**src/rtl/updown_mod_counter_if.sv**
```systemverilog
// Bus bundle for the cascadable up/down modulo counter stage.
// The master drives control and load data; the slave is the counter itself.
interface updown_mod_counter_if #(
    parameter int WIDTH = 4
);
    logic             load;
    logic [WIDTH-1:0] d;
    logic             enp;
    logic             ent;
    logic             up;
    logic             oneshot;
    logic             wrap_clr;
    logic [WIDTH-1:0] q;
    logic             tc;
    logic             rco;
    logic             wrap;
    logic             done;

    modport master (
        output load, d, enp, ent, up, oneshot, wrap_clr,
        input  q, tc, rco, wrap, done
    );

    modport slave (
        input  load, d, enp, ent, up, oneshot, wrap_clr,
        output q, tc, rco, wrap, done
    );
endinterface

```
**src/rtl/updown_mod_counter.sv**
```systemverilog
// Synchronous WIDTH-bit up/down counter, modulo MODULUS, with 74161-style cascade
// enables, parallel load, one-shot stop-at-terminal mode and a sticky wrap flag.
module updown_mod_counter #(
    parameter int WIDTH   = 4,
    parameter int MODULUS = 16
) (
    input  logic                 clk,
    input  logic                 clr,
    updown_mod_counter_if.slave  bus
);
    localparam logic [WIDTH-1:0] ZERO_VAL = {WIDTH{1'b0}};
    localparam logic [WIDTH-1:0] ONE_VAL  = {{(WIDTH-1){1'b0}}, 1'b1};
    localparam logic [WIDTH-1:0] TERM_VAL = WIDTH'(MODULUS - 1);

    // Anything at or above the terminal value (including out-of-range loads) restarts at zero.
    function automatic logic [WIDTH-1:0] step_up(input logic [WIDTH-1:0] v);
        logic [WIDTH-1:0] r;
        if (v >= TERM_VAL) begin
            r = ZERO_VAL;
        end else begin
            r = v + ONE_VAL;
        end
        return r;
    endfunction

    function automatic logic [WIDTH-1:0] step_down(input logic [WIDTH-1:0] v);
        logic [WIDTH-1:0] r;
        if ((v == ZERO_VAL) || (v > TERM_VAL)) begin
            r = TERM_VAL;
        end else begin
            r = v - ONE_VAL;
        end
        return r;
    endfunction

    function automatic logic [WIDTH-1:0] count_step(input logic [WIDTH-1:0] v,
                                                    input logic             dir_up);
        logic [WIDTH-1:0] r;
        if (dir_up) begin
            r = step_up(v);
        end else begin
            r = step_down(v);
        end
        return r;
    endfunction

    logic [WIDTH-1:0] q_r;
    logic             wrap_r;
    logic             done_r;

    logic             tc_s;
    logic             count_en_s;
    logic             wrap_set_s;
    logic             wrap_next_s;
    logic             done_next_s;
    logic [WIDTH-1:0] q_next_s;

    // Terminal count depends on direction; out-of-range values never match either end.
    always_comb begin
        tc_s = 1'b0;
        if (bus.up) begin
            tc_s = (q_r == TERM_VAL);
        end else begin
            tc_s = (q_r == ZERO_VAL);
        end
    end

    assign count_en_s = bus.load & bus.enp & bus.ent & ~(bus.oneshot & done_r);

    // Next-state selection: load beats count beats hold; a terminal step in one-shot mode freezes q.
    always_comb begin
        q_next_s    = q_r;
        done_next_s = done_r;
        wrap_set_s  = 1'b0;
        if (!bus.load) begin
            q_next_s    = bus.d;
            done_next_s = 1'b0;
        end else if (count_en_s) begin
            if (tc_s) begin
                wrap_set_s = 1'b1;
                if (bus.oneshot) begin
                    done_next_s = 1'b1;
                end else begin
                    q_next_s = count_step(q_r, bus.up);
                end
            end else begin
                q_next_s = count_step(q_r, bus.up);
            end
        end else begin
            q_next_s    = q_r;
            done_next_s = done_r;
        end
    end

    // A wrap event on the same edge as wrap_clr keeps the flag set.
    always_comb begin
        wrap_next_s = wrap_set_s | (wrap_r & ~bus.wrap_clr);
    end

    // State registers with asynchronous active-low clear.
    always_ff @(posedge clk or negedge clr) begin
        if (!clr) begin
            q_r    <= ZERO_VAL;
            wrap_r <= 1'b0;
            done_r <= 1'b0;
        end else begin
            q_r    <= q_next_s;
            wrap_r <= wrap_next_s;
            done_r <= done_next_s;
        end
    end

    assign bus.q    = q_r;
    assign bus.wrap = wrap_r;
    assign bus.done = done_r;
    assign bus.tc   = tc_s;
    assign bus.rco  = tc_s & bus.ent;
endmodule

```
**src/flat_wrapper.sv**
```systemverilog
// flat-port wrapper written by rule: the top's interface ports become plain ports
module updown_mod_counter_flat 
#(
    parameter int WIDTH   = 4,
    parameter int MODULUS = 16
)
  (clk, clr, bus_load, bus_d, bus_enp, bus_ent, bus_up, bus_oneshot, bus_wrap_clr, bus_q, bus_tc, bus_rco, bus_wrap, bus_done);
  updown_mod_counter_if #(.WIDTH(WIDTH)) bus_i ();
  input  logic clk;
  input  logic clr;
  input wire logic [$bits(bus_i.load)-1:0] bus_load;
  input wire logic [$bits(bus_i.d)-1:0] bus_d;
  input wire logic [$bits(bus_i.enp)-1:0] bus_enp;
  input wire logic [$bits(bus_i.ent)-1:0] bus_ent;
  input wire logic [$bits(bus_i.up)-1:0] bus_up;
  input wire logic [$bits(bus_i.oneshot)-1:0] bus_oneshot;
  input wire logic [$bits(bus_i.wrap_clr)-1:0] bus_wrap_clr;
  output wire logic [$bits(bus_i.q)-1:0] bus_q;
  output wire logic [$bits(bus_i.tc)-1:0] bus_tc;
  output wire logic [$bits(bus_i.rco)-1:0] bus_rco;
  output wire logic [$bits(bus_i.wrap)-1:0] bus_wrap;
  output wire logic [$bits(bus_i.done)-1:0] bus_done;
  assign bus_i.load = bus_load;
  assign bus_i.d = bus_d;
  assign bus_i.enp = bus_enp;
  assign bus_i.ent = bus_ent;
  assign bus_i.up = bus_up;
  assign bus_i.oneshot = bus_oneshot;
  assign bus_i.wrap_clr = bus_wrap_clr;
  assign bus_q = bus_i.q;
  assign bus_tc = bus_i.tc;
  assign bus_rco = bus_i.rco;
  assign bus_wrap = bus_i.wrap;
  assign bus_done = bus_i.done;
  updown_mod_counter #(.WIDTH(WIDTH), .MODULUS(MODULUS)) u_core (.clk(clk), .clr(clr), .bus(bus_i));
endmodule
```
**config.mk**
```make
export PLATFORM = sky130hd
export DESIGN_NAME = updown_mod_counter_flat
export DESIGN_NICKNAME = d
export VERILOG_FILES = /design/src/rtl/updown_mod_counter_if.sv /design/src/rtl/updown_mod_counter.sv /design/src/flat_wrapper.sv
export SDC_FILE = /design/constraint.sdc
export NUM_CORES = 1
export LEC_CHECK = 0
export CAP_MARGIN = 40
export CORE_AREA = 2 2 39 41
export CTS_BUF_LIST = sky130_fd_sc_hd__clkbuf_4 sky130_fd_sc_hd__clkbuf_8
export CTS_CLUSTER_DIAMETER = 50
export DETAILED_ROUTE_END_ITERATION = 8
export DIE_AREA = 0 0 41 43
export HOLD_SLACK_MARGIN = 0.1
export PLACE_DENSITY = 0.67
export SLEW_MARGIN = 20
export SYNTH_ARGS = -nofsm -noshare
export SYNTH_HDL_FRONTEND = slang
export SYNTH_SLANG_ARGS = --single-unit
```
**constraint.sdc**
```tcl
create_clock -name clk -period 5.15 [get_ports clk]
set_input_delay 0.515 -clock clk [delete_from_list [all_inputs] [get_ports clk]]
set_output_delay 0.515 -clock clk [all_outputs]
set_load 0.02 [all_outputs]
```
**After elaboration in Yosys (flattened, before gate mapping)**

Index checks and enable logic that the tools add are counted.

- Output and inout port bits: 8
- Input port bits: 12
- Logic and storage cells: 40
- Register bits: 6

- Eq/ne operators: 5
- Add/subtract/negate cells: 2
- Order comparisons: 2
- Reductions and logical operators: 4
- Bitwise logic cells: 9
- Mux-type cells: 15

Operators by type and width:

| kind | count |
|---|---|
| $mux W4 | 7 |
| $mux W1 | 8 |
| $and A1 B1 Y1 | 6 |
| $ne A2 B1 Y1 const B | 3 |
| $add A4 B1 Y4 const B | 1 |
| $eq A4 B4 Y1 const B | 1 |
| $ge A4 B4 Y1 const B | 1 |
| $gt A4 B4 Y1 const B | 1 |
| $logic_not A4 Y1 | 1 |
| $sub A4 B1 Y4 const B | 1 |
| $ne A3 B3 Y1 const B | 1 |
| $reduce_and A3 Y1 | 1 |
| $not A1 Y1 | 2 |
| $reduce_and A2 Y1 | 1 |
| $logic_or A1 B1 Y1 | 1 |
| $or A1 B1 Y1 | 1 |

**Logic depth before layout (Yosys ltp)**

- Word-level depth: 8
- Depth in mapped cells: 6
- Mapped depth without buffers: 6

**Worst setup path before layout**

OpenSTA, ideal clock, no wires.

- Path type: reg-to-output
- Start point: reg u_core.q_r[0] (netlist: u_core.bus.q[0])
- End point: out bus_rco
- Path slack: 3.030 ns
- Buffers on the path: 0
- Arrival time: 1.605 ns
- Required time: 4.635 ns
- Stages on the path, launching flop included: 6
- Path through: dfrtp_1 > inv_1 > ha_1 > nor4b_1 > or2_2 > and2_1

- Word-level cells in the longest chain between the ends: 3
- Elaborated cells on any way between the ends: 4
- Classes of those cells: eq/ne (1); mux (1); bitwise (1); reduce/logical (1)

RTL lines:

| what | line | text |
|---|---|---|
| start, declared | updown_mod_counter.sv:47 | `logic [WIDTH-1:0] q_r;` |
| start signal, assigned | updown_mod_counter.sv:107 | `q_r <= q_next_s;` |
| $eq A4 B4 Y1 or $logic_not A4 Y1 (tied branches) | updown_mod_counter.sv:62, updown_mod_counter.sv:64 |  |
| $mux W1 (*) | updown_mod_counter.sv:61 | `if (bus.up) begin` |
| net bus_tc | flat_wrapper.sv:19 | `output wire logic [$bits(bus_i.tc)-1:0] bus_tc;` |
| $and A1 B1 Y1 (*) | updown_mod_counter.sv:117 | `assign bus.rco = tc_s & bus.ent;` |
| end, declared | flat_wrapper.sv:20 | `output wire logic [$bits(bus_i.rco)-1:0] bus_rco;` |

Mark *: on every way through the listed nets, which the timed path passes. The rest lies on a longest branch.

**Final worst setup path**

- Start point: in bus_up
- End point: out bus_rco

- Word-level cells in the longest chain between the ends: 2

RTL lines:

| what | line | text |
|---|---|---|
| start, declared | flat_wrapper.sv:15 | `input wire logic [$bits(bus_i.up)-1:0] bus_up;` |
| $mux W1 | updown_mod_counter.sv:61 |  |
| $and A1 B1 Y1 | updown_mod_counter.sv:117 |  |

Every way passes these cells.

==> results.md <==
- Synth Instances: 48
- Routed len/inst: 13.19 um
- Clock latency on the worst-skew pair: 0.24 ns
- Vias: 450
- Row cnt: 14
- Die width: 41 um
- Number of setup buffers added after CTS: 0
- Core box area: ~1400 um2
- Synth Register Bits: 6
- Area contributors post-synth: dfrtp_1 (33%), ha_1 (5.6%), o211ai_1 (5.0%)
- Max-cap violation count: 0
- Skew final: 0.005342 ns
- Clock Sinks: 6
- RSZ-0062 raised after global routing: no
- Syn nets: 62
- Pwr Density: between 200 and 250 nW/um2
- Sequential fraction of the synthesis area: 0.3343
- Main combinational cell family by area after synthesis: compound AO/OA/AOI/OAI gates
- Max VDD drop: between 0.0001 and 0.00015 V
- 1st-iter DRT viols: 3
- Final min period: 2.927 ns
- Comb pwr share: 0.334
- Post-cts resize count: 0
- Root Buffer Master: clkbuf_4
- I/O pin count: 20
- Crit path max fanout: 6
- H-tree levels: 1
- Final wirelength: 1.121 mm
- Post-synthesis compound-gate area fraction: 0.2786
- Final period utilization: 0.5684
- Vias in the first global route: 409
- Fraction of layout cells with a size suffix above 1: 0.1304
- Setup TNS: 0 ns
- Yosys warnings: 0
- Syn Area/Cell: 9.358 um2
- Status: complete, no violations
- Critical Path RT: 4.64 ns
- Multiplexer area fraction after synthesis: 0.02228
- Tot GR Track Use: 0.1549
- TritonCTS Buffers: 3
- Initial core utilization: 0.3246
- Via density: 5.294
- Final ANT Viol Nets: 0
- Share of the synthesized area in the top cell type: 0.3343
- Crit Path Class: primary input to output port
- PortBufs: 19
- Most frequent cells in the layout: clkdlybuf4s50_1 (19), dfrtp_1 (6), inv_1 (5)
- Hold WS: 0.5173 ns
- Die H: about 43 um
- Post-synth cell types: 29
- Syn-to-layout area delta: 50.14%
- # diodes: 0
- TritonCTS clock tree: done
- Most common cell after layout, fill and taps aside: clkdlybuf4s50_1
- Residual DRC: 0
- Normalized max-slew margin: 0.7347
- Max Clk Rate: 341.6 MHz
- Initial antenna violation count: 0
- Hold Path Class: primary input to async pin
- Sw power: 0.04840 mW
- Clk pwr share: 0.286
- Hold_buf cts: 0
- Adder-Cell Fraction of Synth Area: 0.05571
- Full die area: 1763 um2
- Post-Syn Area: 449.2 um2
- Largest net degree at the start of global routing: 11
- Simple-Gate Fraction of Synth Area: 0.2312
- Static leakage: between 0.2 and 0.3 nW
- Clock transition at path regs: 0.05 ns
- Pre-antenna DRT Iters: 2
- Hold Fails Final Rpt: 0
- Final nets: 85
- GRT overflow: 0
- Final Max Slew Viols: 0
- Sw Ratio: 0.3144
- Arrival @ worst endpoint: ~2.4 ns
- Worst-Margin Slew: 0.3924 ns
- CP startpoint kind: primary input
- First-pass GRT wire length: 1.849 mm
- Leading area contributor after synthesis: dfrtp_1
- Synth Area in XOR/XNOR: 0.01950
- Reg2reg setup slack: 3.26 ns
- Post-detail-place hpwl: ~850 um
- Gpl congestion: 0.6954
- Final setup vio count: 0
- Clk buf depth: 2
- PnR Total Power: about 0.15 mW
- Fraction of power consumed by sequential logic: 0.379
- Internal power: 0.1056 mW
- Critical path endpoint category: output port
-- layer usage --
layer  up-vias  track usage  share of wire
li1        225            -              -
met1       215       0.2310           0.49
met2         8       0.2031           0.45
met3         2      0.01571          0.045
met4         0       0.1000          0.011
met5         -            0              0
-- power by group through the flow --
stage	Sequential [mW]	Clock [mW]	Combinational [mW]
6_report	0.0584	0.0441	0.0515
5_1_grt	0.0593	0.0471	0.0565
4_1_cts	0.0584	0.0455	0.0517
3_5_place_dp	0.0591	0	0.0514
3_3_place_gp	0.0588	0	0.0509
2_1_floorplan	0.0620	0	0.0235
-- per-stage QoR --
stage	area, um2	setup WS [ns]	util	cells
after floorplan	449.2	3.030	-	48
after global placement	651.9	2.265	0.4711	82
after detailed placement	651.9	2.235	0.4711	82
after CTS	674.4	2.231	0.4873	85
after global routing	674.4	2.122	0.4873	85
final	674.4	2.223	0.4873	85
-- layout make-up --
cell class / instances / area (um2)
fillers: 138 / 709.4
multi-input cells: 36 / 272.8
repair buffers: 19 / 190.2
flip-flops and latches: 6 / 150.1
clock buffers: 3 / 22.52
well taps: 16 / 20.02
inverters: 5 / 18.77
-- cell families (layout without fill, tap and decap cells) --
group,count (synthesis),after routing
mux,1,1
simple gates,16,16
flops,6,6
fa+ha+maj,2,2
xor+xnor,1,1
compound gates,16,16
buf+inv,6,27
-- registers in the layout, summed over array words and instances (netlist names) --
signal           count
u_core.bus.wrap      1
u_core.bus.done      1
u_core.bus.q         4
-- cell usage after synthesis --
cell type  count
o221ai_1       1
a21o_1         1
or3_2          1
or2_2          2
o21ai_0        1
buf_4          1
ha_1           2
o211ai_1       3
a41oi_1        1
nor2b_1        1
nor4b_1        1
xor2_1         1
o31ai_1        2
nand4_1        1
mux2i_1        1
or4b_2         1
or4_1          1
a31oi_1        2
a21boi_0       1
inv_1          5
nor2_1         3
dfrtp_1        6
nand2_1        1
o21a_4         1
nand2b_1       2
o311a_1        1
and2_1         1
and4_4         1
o22ai_1        2
-- worst max-delay path, cell delays in order --
cell and delay [ns]:
clkdlybuf4s50_1 0.54, nor4b_1 0.42, or2_2 0.22, and2_1 0.12
clkdlybuf4s50_1 0.60
-- final timing paths --
| kind | startpoint | end | cells after the start |
|---|---|---|---|
| hold / removal | clr | u_core.bus.done | 1 |
| max in group asynchronous | clr | u_core.bus.q[0] | 1 |
| setup reg to reg | u_core.bus.q[0] | u_core.bus.q[2] | 6 |
| hold reg to reg | u_core.bus.wrap | u_core.bus.wrap | 2 |
| min in group clk | u_core.bus.wrap | u_core.bus.wrap | 2 |
| setup / recovery | bus_up | bus_rco | 5 |
Note: power is estimated with default switching activity, not from simulation.
==> RTL change 1 (config.mk and constraints unchanged) <==
`WIDTH` is set to 4 in 3 places; all go to 3.
--- a/src/rtl/updown_mod_counter_if.sv
+++ b/src/rtl/updown_mod_counter_if.sv
@@ -2,5 +2,5 @@
 // The master drives control and load data; the slave is the counter itself.
 interface updown_mod_counter_if #(
-    parameter int WIDTH = 4
+    parameter int WIDTH = 3
 );
     logic             load;
--- a/src/rtl/updown_mod_counter.sv
+++ b/src/rtl/updown_mod_counter.sv
@@ -2,5 +2,5 @@
 // enables, parallel load, one-shot stop-at-terminal mode and a sticky wrap flag.
 module updown_mod_counter #(
-    parameter int WIDTH   = 4,
+    parameter int WIDTH   = 3,
     parameter int MODULUS = 16
 ) (
--- a/src/flat_wrapper.sv
+++ b/src/flat_wrapper.sv
@@ -2,5 +2,5 @@
 module updown_mod_counter_flat 
 #(
-    parameter int WIDTH   = 4,
+    parameter int WIDTH   = 3,
     parameter int MODULUS = 16
 )
Interface: changed (resized bus_d and bus_q); port bits go from 20 to 18. No check against the original RTL was run, so the function may have changed too.
==> RTL change 1 against the original RTL <==
  * Setup slack gained 0.22 ns
  * Synthesized area shrank 11%
  * Cell area decreased by 9.1%
  * Wire length decreased by 25%
  * First-iteration DRC count down 33%
  * Total power down 2.1%
  * Sequential cell count shrank 1
==> RTL change 1: results (changes against the original RTL) <==
* Dpl hpwl at 706.4 µm (-17%)
* Slew HR at 77.89% (+4.4 points)
* I/O Buffers at 17 (-2)
* Max reg flops at 3 (-1)
* CTS root buf: clkbuf_4
* Top cells by area, synth: dfrtp_1 (31%), ha_1 (13%), a21oi_1 (7.5%), inv_1 (4.7%), o22ai_1 (4.7%)
* Synth cell count leaders: a21oi_1 (6), dfrtp_1 (5), inv_1 (5)
* Max stage delay on crit path at 0.66 ns (+0.06 ns)
* R2R setup slack at 3.47 ns (+0.21 ns)
* Largest net degree at the start of global routing at 9 (-2)
* Synthesized Nets at 60 (-3.2%)
* First-pass GRT wire length at 1504 µm (-19%)
* Vias in the first global route at 377 (-7.8%)
* Critical path data arrival time at 2.19 ns (-0.22 ns)
* Fillers at 141 (+2.2%)
* Layout cells sized above 1 at 10.77% (-2.3 points)
* Worst-path fanout max at 8 (+2)
* RePlAce Congestion at 0.6723 (-3.3%)
* GRT Total Usage at 12.53% (-3.0 points)
* Vias/cell at 4.679 (-12%)
* Reg-to-Reg End: u_core.bus.q[1]$_DFFE_PN0P_
* N_diodes at 0 (unchanged)
* Leak Pwr at 0.0002509 µW (-7.0%)
* Max VDD drop at 0.00009971 V (-20%)
* Number of placed cells counting well taps at 77 (-6.1%)
* Final cell count without fillers at 81 (-4.7%)
* Mean post-synth cell area at 8.897 µm² (-4.9%)
* Sequential share of the synthesized area at 31.25% (-2.2 points)
* Status: completed
* Switching share of power at 30.06% (-1.4 points)
## RTL change 1: power groups by stage
stage / Sequential (µW) / Clock, µW / Combinational (µW)
after detailed placement: 48.6 / 0 / 54.9
after global routing: 49.2 / 51.8 / 60.7
final: 48.0 / 48.4 / 54.3
after CTS: 48.1 / 50.8 / 55.0
after global placement: 48.4 / 0 / 54.6
after floorplan: 51.8 / 0 / 28.4
## RTL change 1: kinds of logic after synthesis
| logic type | after synthesis | share of synthesized area, % |
|---|---|---|
| AO/OA/AOI/OAI | 15 | 26.88 |
| XOR/XNOR | 1 | 2.188 |
| adder cells (fa/ha/maj) | 4 | 12.50 |
| buffers and inverters | 6 | 6.564 |
| flip-flops | 5 | 31.25 |
| multiplexers | 1 | 2.500 |
| AND/OR/NAND/NOR | 13 | 18.13 |
## RTL change 1: routing by layer
| layer | up-vias | track usage [%] | routed length, µm | part of all wire, % |
|---|---|---|---|---|
| met1 | 175 | 15.41 | 363 | 43 |
| met3 | 0 | 1.571 | 28 | 3.3 |
| met5 | - | 0 | 0 | 0 |
| met4 | 0 | 8.000 | 0 | 0 |
| met2 | 7 | 19.38 | 448 | 53 |
| li1 | 197 | - | - | - |
## RTL change 1: worst max-delay path by stage
stage | cells past startpoint | start | end | slack (ns)
2_1_floorplan | 5 | u_core.bus.q[0]$_DFFE_PN0P_ | bus_rco | 3.21
3_3_place_gp | 5 | bus_up | bus_rco | 2.45
3_5_place_dp | 5 | bus_up | bus_rco | 2.44
4_1_cts | 5 | bus_up | bus_rco | 2.43
5_1_grt | 5 | bus_up | bus_rco | 2.39
6_report | 5 | bus_up | bus_rco | 2.45
## RTL change 1: through the flow
stage          cell area (µm²)  hold slack [ns]  power [µW]  setup slack, ns
3_3_place_gp             583.1           0.5450       103.1            2.454
6_report                 613.1           0.4982       150.7            2.446
3_5_place_dp             583.1           0.5412       103.6            2.441
4_1_cts                  613.1           0.4956       154.0            2.432
5_1_grt                  613.1           0.5223       161.7            2.394
2_1_floorplan            400.4           0.2194       80.15            3.215
## RTL change 1: layout make-up
type	count	area share [%]
sequential	5	20.41
clock buffer	4	4.898
timing repair buffer	17	27.76
inverter	5	3.061
multi-input combinational	34	40.61
tap	16	3.265
## RTL change 1: worst register-to-register path: cells and delay by family, from the launching register on
family	cells	cell delay, ns
flip-flops	1	0.43
adder cells (fa/ha/maj)	2	0.41
AO/OA/AOI/OAI	3	0.40
multiplexers	1	0.21
AND/OR/NAND/NOR	1	0.10
